--- src/rtl/uart_rx_pkg.sv ---
// uart_rx_pkg: shared state encodings, default widths and frame layout constants for the UART receive path
package uart_rx_pkg;

    localparam int PRE_W_DEF      = 6;
    localparam int ECNT_W_DEF     = 5;
    localparam int BCNT_W_DEF     = 4;
    localparam int DATA_BITS      = 8;
    localparam int STOP_IDX_NOPAR = 9;
    localparam int STOP_IDX_PAR   = 10;

    typedef enum logic [2:0] {
        IDLE   = 3'd0,
        START  = 3'd1,
        DATA   = 3'd2,
        PARITY = 3'd3,
        STOP   = 3'd4
    } state_t;

    function automatic int stop_idx(input logic par);
        return par ? STOP_IDX_PAR : STOP_IDX_NOPAR;
    endfunction

endpackage

--- src/rtl/uart_rx_ctrl_if.sv ---
// uart_rx_ctrl_if: sequencer <-> counter/sampler/checker signals; err_cnt exists only with UART_RX_ERR_CNT_EN
interface uart_rx_ctrl_if
    import uart_rx_pkg::*;
#(
    parameter int PRE_W  = PRE_W_DEF,
    parameter int ECNT_W = ECNT_W_DEF,
    parameter int BCNT_W = BCNT_W_DEF
);
    logic              RX_IN;
    logic              PAR_EN;
    logic [PRE_W-1:0]  Prescale;
    logic [ECNT_W-1:0] edge_cnt;
    logic [BCNT_W-1:0] bit_cnt;
    logic              strt_glitch;
    logic              par_err;
    logic              stp_err;
    logic              edge_cnt_en;
    logic              dat_samp_en;
    logic              strt_chk_en;
    logic              deser_en;
    logic              par_chk_en;
    logic              stp_chk_en;
    logic              data_valid;
    logic              frame_err;
`ifdef UART_RX_ERR_CNT_EN
    logic [7:0]        err_cnt;
`endif

    modport master (
        input  RX_IN, PAR_EN, Prescale, edge_cnt, bit_cnt, strt_glitch, par_err, stp_err,
        output edge_cnt_en, dat_samp_en, strt_chk_en, deser_en, par_chk_en, stp_chk_en,
               data_valid, frame_err
`ifdef UART_RX_ERR_CNT_EN
               , err_cnt
`endif
    );

    modport slave (
        output RX_IN, PAR_EN, Prescale, edge_cnt, bit_cnt, strt_glitch, par_err, stp_err,
        input  edge_cnt_en, dat_samp_en, strt_chk_en, deser_en, par_chk_en, stp_chk_en,
               data_valid, frame_err
`ifdef UART_RX_ERR_CNT_EN
               , err_cnt
`endif
    );

endinterface

--- src/rtl/uart_rx_ctrl.sv ---
// uart_rx_ctrl: UART receive sequencer (start/data/parity/stop strobes, frame result pulses); UART_RX_ERR_CNT_EN adds a saturating frame error counter
module uart_rx_ctrl
    import uart_rx_pkg::*;
#(
    parameter int PRE_W  = PRE_W_DEF,
    parameter int ECNT_W = ECNT_W_DEF,
    parameter int BCNT_W = BCNT_W_DEF
) (
    input logic           CLK,
    input logic           RST,
    uart_rx_ctrl_if.master bus
);

    state_t            state, state_nx;
    logic              par_en_q, err_flag, dv_q, fe_q;
    logic [ECNT_W-1:0] cp, last;
    logic              at_cp, at_last, stp_hit, bad;

    assign cp      = ECNT_W'(bus.Prescale >> 1) + ECNT_W'(1);
    assign last    = ECNT_W'(bus.Prescale - PRE_W'(1));
    assign at_cp   = bus.edge_cnt == cp;
    assign at_last = bus.edge_cnt == last;
    assign stp_hit = state == STOP && at_cp && bus.bit_cnt == BCNT_W'(stop_idx(par_en_q));
    assign bad     = err_flag | bus.stp_err;

    assign bus.edge_cnt_en = state != IDLE;
    assign bus.dat_samp_en = state != IDLE;
    assign bus.strt_chk_en = state == START && at_cp;
    assign bus.deser_en    = state == DATA && at_cp;
    assign bus.par_chk_en  = state == PARITY && at_cp;
    assign bus.stp_chk_en  = stp_hit;
    assign bus.data_valid  = dv_q;
    assign bus.frame_err   = fe_q;

    // next state: walk the frame on counter milestones; stop releases the counter right after its check
    always_comb begin
        state_nx = state;
        case (state)
            IDLE:    state_nx = bus.RX_IN ? IDLE : START;
            START:   state_nx = (at_cp && bus.strt_glitch) ? IDLE : (at_last ? DATA : START);
            DATA:    state_nx = (at_last && bus.bit_cnt == BCNT_W'(DATA_BITS)) ? (par_en_q ? PARITY : STOP) : DATA;
            PARITY:  state_nx = at_last ? STOP : PARITY;
            STOP:    state_nx = stp_hit ? IDLE : STOP;
            default: state_nx = IDLE;
        endcase
    end

    // state, latched frame options, accumulated parity error and registered result pulses
    always_ff @(posedge CLK) begin
        if (RST) begin
            state    <= IDLE;
            par_en_q <= 1'b0;
            err_flag <= 1'b0;
            dv_q     <= 1'b0;
            fe_q     <= 1'b0;
        end else begin
            state <= state_nx;
            if (state == IDLE && !bus.RX_IN) begin
                par_en_q <= bus.PAR_EN;
                err_flag <= 1'b0;
            end else if (state == PARITY && at_cp) begin
                err_flag <= err_flag | bus.par_err;
            end
            dv_q <= stp_hit && !bad;
            fe_q <= stp_hit && bad;
        end
    end

`ifdef UART_RX_ERR_CNT_EN
    logic [7:0] err_cnt_q;

    assign bus.err_cnt = err_cnt_q;

    // count frame_err pulses, holding at 255
    always_ff @(posedge CLK) begin
        if (RST) err_cnt_q <= 8'd0;
        else if (fe_q && err_cnt_q != 8'hff) err_cnt_q <= err_cnt_q + 8'd1;
    end
`endif

endmodule
--- src/flat_wrapper.sv ---
// flat-port wrapper written by rule: the top's interface ports become plain ports
module uart_rx_ctrl_flat import uart_rx_pkg::*;
#(
    parameter int PRE_W  = PRE_W_DEF,
    parameter int ECNT_W = ECNT_W_DEF,
    parameter int BCNT_W = BCNT_W_DEF
)
  (CLK, RST, bus_RX_IN, bus_PAR_EN, bus_Prescale, bus_edge_cnt, bus_bit_cnt, bus_strt_glitch, bus_par_err, bus_stp_err, bus_edge_cnt_en, bus_dat_samp_en, bus_strt_chk_en, bus_deser_en, bus_par_chk_en, bus_stp_chk_en, bus_data_valid, bus_frame_err);
  uart_rx_ctrl_if #(.PRE_W(PRE_W), .ECNT_W(ECNT_W), .BCNT_W(BCNT_W)) bus_i ();
  input logic CLK;
  input logic RST;
  input wire logic [$bits(bus_i.RX_IN)-1:0] bus_RX_IN;
  input wire logic [$bits(bus_i.PAR_EN)-1:0] bus_PAR_EN;
  input wire logic [$bits(bus_i.Prescale)-1:0] bus_Prescale;
  input wire logic [$bits(bus_i.edge_cnt)-1:0] bus_edge_cnt;
  input wire logic [$bits(bus_i.bit_cnt)-1:0] bus_bit_cnt;
  input wire logic [$bits(bus_i.strt_glitch)-1:0] bus_strt_glitch;
  input wire logic [$bits(bus_i.par_err)-1:0] bus_par_err;
  input wire logic [$bits(bus_i.stp_err)-1:0] bus_stp_err;
  output wire logic [$bits(bus_i.edge_cnt_en)-1:0] bus_edge_cnt_en;
  output wire logic [$bits(bus_i.dat_samp_en)-1:0] bus_dat_samp_en;
  output wire logic [$bits(bus_i.strt_chk_en)-1:0] bus_strt_chk_en;
  output wire logic [$bits(bus_i.deser_en)-1:0] bus_deser_en;
  output wire logic [$bits(bus_i.par_chk_en)-1:0] bus_par_chk_en;
  output wire logic [$bits(bus_i.stp_chk_en)-1:0] bus_stp_chk_en;
  output wire logic [$bits(bus_i.data_valid)-1:0] bus_data_valid;
  output wire logic [$bits(bus_i.frame_err)-1:0] bus_frame_err;
  assign bus_i.RX_IN = bus_RX_IN;
  assign bus_i.PAR_EN = bus_PAR_EN;
  assign bus_i.Prescale = bus_Prescale;
  assign bus_i.edge_cnt = bus_edge_cnt;
  assign bus_i.bit_cnt = bus_bit_cnt;
  assign bus_i.strt_glitch = bus_strt_glitch;
  assign bus_i.par_err = bus_par_err;
  assign bus_i.stp_err = bus_stp_err;
  assign bus_edge_cnt_en = bus_i.edge_cnt_en;
  assign bus_dat_samp_en = bus_i.dat_samp_en;
  assign bus_strt_chk_en = bus_i.strt_chk_en;
  assign bus_deser_en = bus_i.deser_en;
  assign bus_par_chk_en = bus_i.par_chk_en;
  assign bus_stp_chk_en = bus_i.stp_chk_en;
  assign bus_data_valid = bus_i.data_valid;
  assign bus_frame_err = bus_i.frame_err;
  uart_rx_ctrl #(.PRE_W(PRE_W), .ECNT_W(ECNT_W), .BCNT_W(BCNT_W)) u_core (.CLK(CLK), .RST(RST), .bus(bus_i));
endmodule
--- config.mk ---
export PLATFORM = sky130hd
export DESIGN_NAME = uart_rx_ctrl_flat
export DESIGN_NICKNAME = d
export VERILOG_FILES = /design/src/rtl/uart_rx_pkg.sv /design/src/rtl/uart_rx_ctrl_if.sv /design/src/rtl/uart_rx_ctrl.sv /design/src/flat_wrapper.sv
export SDC_FILE = /design/constraint.sdc
export NUM_CORES = 1
export LEC_CHECK = 0
export BUFFER_PORTS_ARGS = -buffer_cell sky130_fd_sc_hd__buf_2
export CORE_UTILIZATION = 44
export CTS_BUF_LIST = sky130_fd_sc_hd__clkbuf_2 sky130_fd_sc_hd__clkbuf_4 sky130_fd_sc_hd__clkbuf_8
export DETAILED_ROUTE_END_ITERATION = 10
export GPL_TIMING_DRIVEN = 0
export PLACE_DENSITY = 0.87
export SYNTH_ARGS = -nofsm -noshare
export SYNTH_HDL_FRONTEND = slang
export SYNTH_SLANG_ARGS = --single-unit
export TNS_END_PERCENT = 5
--- constraint.sdc ---
create_clock -name CLK -period 1.66 [get_ports CLK]
set_input_delay 0.166 -clock CLK [delete_from_list [all_inputs] [get_ports CLK]]
set_output_delay 0.166 -clock CLK [all_outputs]
set_load 0.01 [all_outputs]
# Yosys cells after proc, flatten, opt, wreduce, memory -nomap -nowiden
# Cells that the tools add are included.
[totals] register_bits=7 input_bits=22 out_inout_bits=8 word_cells=41
[op_classes] addsub=2 n_eq_ne=8 muxes=9 bitwise_logic=2 n_reduce_logical=15
[ops] op="3-bit 2-to-1 mux" n=5
[ops] op="3-bit case mux with 5 select lines" n=1
[ops] op="5-bit equality test" n=2
[ops] op="1-bit logical AND" n=10
[ops] op="3-bit by 2-bit equality test with 1-bit output (second input constant)" n=2
[ops] op="5-bit by 1-bit adder with 5-bit output (second input constant)" n=1
[ops] op="5-bit by 1-bit subtractor with 5-bit output (second input constant)" n=1
[ops] op="4-bit equality test" n=1
[ops] op="4-bit equality test (second input constant)" n=1
[ops] op="2-bit 2-to-1 mux" n=2
[ops] op="3-bit by 1-bit equality test with 1-bit output (second input constant)" n=1
[ops] op="3-bit equality test (second input constant)" n=1
[ops] op="3-bit zero test" n=1
[ops] op="3-bit nonzero test" n=1
[ops] op="1-bit zero test" n=2
[ops] op="1-bit bitwise OR" n=2
[ops] op="2-bit OR reduction" n=1
[ops] op="1-bit 2-to-1 mux" n=1

# Logic depth before layout (Yosys ltp)
[logic_depth] word_depth=6 depth_mapped=7 depth_no_buf=7

# Least setup slack after synthesis
# No wires, ideal clock.
[synth_path] path_type="input to register" from="input port bus_Prescale[1]" to="register u_core.state[1]" setup_time_ns=0.141 t_arrival_ns=1.526 t_required_ns=1.519 path_slack_ns=-0.007 stages=7 path_buffers=0 path_cell_list="inv_1 > ha_1 > nor2b_1 > or3_1 > a311oi_2 > a211o_1 > o311ai_0"
[synth_via] elab_chain_len=5 word_cells_on_any_way=11 cone_classes="2 x add/sub; 2 x eq/ne; 5 x mux; 2 x reduce/logical"
[synth_lines] element="start, declared" line="flat_wrapper.sv:14" text="input wire logic [$bits(bus_i.Prescale)-1:0] bus_Prescale;"
[synth_lines] element="5-bit by 1-bit subtractor with 5-bit output or 5-bit by 1-bit adder with 5-bit output (tied branches)" line="uart_rx_ctrl.sv:20, uart_rx_ctrl.sv:19"
[synth_lines] element="5-bit equality test (on tied branches)" line="uart_rx_ctrl.sv:22, uart_rx_ctrl.sv:21"
[synth_lines] element="2-bit 2-to-1 mux, or another cell as far along" line="uart_rx_ctrl.sv:40" text="START: state_nx = (at_cp && bus.strt_glitch) ? IDLE : (at_last ? DATA : START);"
[synth_lines] element="3-bit 2-to-1 mux (on tied branches)" line="uart_rx_ctrl.sv:40, uart_rx_ctrl.sv:41"
[synth_lines] element="3-bit case mux with 5 select lines (*)" line="uart_rx_ctrl.sv:38" text="case (state)"
[synth_lines] element="end signal, assigned" line="uart_rx_ctrl.sv:57" text="state <= state_nx;"
[synth_lines] element="end, declared" line="uart_rx_ctrl.sv:14" text="state_t state, state_nx;"
# Mark *: on every way between the ends. The rest lies on a longest branch, timed or not.
# A chain may end at the register's enable or synchronous reset.

# Worst setup path in the final report
[layout_path] from="register u_core.state[1]" to="output port bus_stp_chk_en"
[layout_via] elab_chain_len=3
[layout_lines] element="3-bit equality test" line="uart_rx_ctrl.sv:23" text="assign stp_hit = state == STOP && at_cp && bus.bit_cnt == BCNT_W'(stop_idx(par_en_q));"
[layout_lines] element="1-bit logical AND (2 in a row)" line="uart_rx_ctrl.sv:23"
[layout_lines] element="end, declared" line="flat_wrapper.sv:25" text="output wire logic [$bits(bus_i.stp_chk_en)-1:0] bus_stp_chk_en;"
# Every way passes these cells.

==> results.json <==
{
  "fp.dieArea_um2": 1810,
  "final_cell_area_um2": 985,
  "ys_ff_latch": 7,
  "layout_min_cycle_time_ns": 1.67,
  "p_int_uw": 375,
  "cap_violations": 0,
  "synth-async-reset-ratio": 0,
  "use_met3": 0.0431,
  "h-tree-depth": 1,
  "synth.avg_cell_area_um2": 8.14,
  "syn_area_um2": 724,
  "synth_ff_type": "dfxtp_1",
  "status": "finished, violations left",
  "routed_wl_um": 1710,
  "finalSetupViolations": 1,
  "violations": "setup timing",
  "io_buffers": 28,
  "first_iter_violations": 12,
  "peakVddDrop_mv": 0.307,
  "tightest_slew_ns": 0.343,
  "synth_nets": 115,
  "grt_util_met1": 0.236,
  "grt_pass1_vias": 756,
  "num_antenna_cells": 0,
  "worst_slack_ns": -0.0127,
  "yosys.area.top_type": "dfxtp_1",
  "busiest_layer": "met2",
  "avgViaCountPerCell": 5.50,
  "postCtsHoldBufs": 0,
  "pre_cts_ws_ns": -0.315,
  "p_sw_frac": 0.320,
  "dr.pass1.iters": 4,
  "worstPathArrival_ns": 1.51,
  "groute.usage.overall": 0.208,
  "criticalPathCategory": "register to output pin",
  "combPwrFrac": 0.365,
  "synth_edf_count": 0,
  "grt_setup_unrepaired": "yes",
  "hpwl_um": 1300,
  "whs_ns": 0.106,
  "maxSlewViolCount": 0,
  "dpl-instance-area_um2": 885,
  "p_per_area_nw_per_um2": 559,
  "rows": 14,
  "numCtsBuffers": 3,
  "antenna_found_initial": 0,
  "multi_input_area_um2": 594,
  "route.detailed.drc": 0,
  "grt_max_degree": 10,
  "die_h_um": 42.6,
  "via_count": 765,
  "synthCells": 89,
  "yosysUniqueCellTypes": 40,
  "yosys.area.top_type_share": 0.193,
  "grt_overflow_total": 0,
  "max_freq_ghz": 0.598,
  "yosysWarnings": 0,
  "end_kind": "output pin",
  "core_area_um2": 1520,
  "ant_nets": 0,
  "clk_latency_ns": 0.24,
  "clockBufferDepth": 2,
  "seqPwrFrac": 0.332,
  "wl_per_cell_um": 12.3,
  "cts_root_buf": "clkbuf_4",
  "yosysSeqAreaShare": 0.193,
  "ff_latch_area_um2": 145,
  "cp_data_required_time_ns": 1.49,
  "io-pin-count": 30,
  "grt_pass1_wl_um": 2970,
  "clk_pin_slew_worst_paths_ns": 0.05,
  "cts_tree": "done",
  "power_switching_uw": 176,
  "post-route-period-util": 1.01,
  "layout.nets": 150,
  "slew_headroom": 0.771,
  "nFillCells": 151,
  "drive_above_1_share": 0.431,
  "p_leak_nw": 0.442,
  "routabilityCongestion": 0.861,
  "synth_area_leaders": "dfxtp_1 (19%), xnor2_1 (7.3%), ha_1 (6.9%)",
  "met2_usage": 0.391,
  "p_clk_frac": 0.302,
  "cts_sinks": 7,
  "finalHoldViolations": 0,
  "synthToLayoutAreaGrowth_pct": 35.9,
  "worst-path-max-fanout": 8,
  "clock_skew_ns": 0.00228,
  "die_w_um": 42.6,
  "start_util": 0.475,
  "hold_path_class": "input port to register",
  "start_kind": "register"
}
==> sequential cells by signal, summed over array words and instances (netlist names) <==
name,flops
u_core.par_en_q,1
u_core.err_flag,1
u_core.bus.data_valid,1
u_core.state,3
u_core.bus.frame_err,1
==> path summary, 6_finish.rpt <==
kind | start | to | slack [ns] | cells after the start
worst max-delay path | u_core.state[1] | bus_stp_chk_en | -0.01 | 3
worst min-delay path | bus_stp_err | u_core.bus.data_valid | 0.11 | 2
worst max register to register | u_core.state[1] | u_core.bus.data_valid | 0.02 | 3
worst min register to register | u_core.err_flag | u_core.bus.data_valid | 0.46 | 1
==> area by class of cell <==
cell class	instances	area share
flip-flops and latches	7	0.147
multi-input cells	74	0.604
inverters	6	0.0229
well taps	16	0.0203
clock buffers	4	0.0305
repair buffers	30	0.163
plain buffers	2	0.0127
==> stage by stage <==
stage               setup TNS [ns]  power, mW  std cells   util
detailed placement           -1.49      0.364        133  0.580
CTS                              0      0.551        139  0.636
finish                     -0.0127      0.551        139  0.646
global placement             -1.08      0.356        133  0.580
floorplan                        0      0.303         89      -
global route                -0.251      0.593        139  0.646
==> worst max-delay path, stage by stage (launching register included) <==
cell     delay [ns]
dfxtp_4        0.37
or4_4          0.55
nor3_2         0.19
buf_2          0.15
==> repair_timing <==
action                     CTS  global route
gates cloned                 1             0
pin swaps                    5             2
buffers inserted             2             0
setup endpoints to repair    6             8
resized for setup           10             5
==> synth_stat cells (2+ instances only) <==
library cell / n
nor3_1: 5
mux2i_1: 2
o211ai_1: 2
o311ai_0: 2
xnor2_1: 6
nand2_1: 3
nand2b_1: 3
a21oi_1: 2
ha_1: 4
dfxtp_1: 7
or3_1: 3
xor2_1: 4
inv_1: 6
nor2_1: 11
nand3_1: 2
nor2b_1: 3
==> power by group through the flow <==
stage,sequential (mW),clock (mW),combinational [mW]
floorplan,0.183,0,0.119
global placement,0.185,0,0.171
detailed placement,0.185,0,0.178
CTS,0.184,0.169,0.198
global route,0.183,0.187,0.222
finish,0.183,0.167,0.201
==> placed cells by master (no fill, tap or decap), types with 2 or more instances in the layout <==
cell / synthesis / layout
nor3_1: 5 / 3
nor2_1: 11 / 11
nand2b_1: 3 / 3
a21oi_1: 2 / 2
xnor2_2: 1 / 2
buf_2: 1 / 27
nand3_1: 2 / 2
nor3_2: 1 / 3
inv_1: 6 / 4
ha_1: 4 / 4
buf_4: 1 / 5
clkbuf_4: 0 / 4
or3_1: 3 / 3
or4_4: 1 / 2
o211ai_1: 2 / 2
o311ai_1: 0 / 2
xnor2_1: 6 / 5
dfxtp_1: 7 / 5
nand2_1: 3 / 3
inv_2: 0 / 2
xor2_1: 4 / 4
nor2b_1: 3 / 3
==> routing by layer <==
layer,part of all wire,wire length [µm]
met5,0,0
met4,0.0023,4
met3,0.035,60
met2,0.55,939
met1,0.41,706
==> cell families after synthesis <==
group	Yosys count	share of synthesized area
flops	7	0.193
xor+xnor	11	0.143
buf+inv	9	0.0535
fa+ha+maj	4	0.0691
compound gates	19	0.226
simple gates	37	0.287
mux	2	0.0276
(Power assumes the default switching activity.)
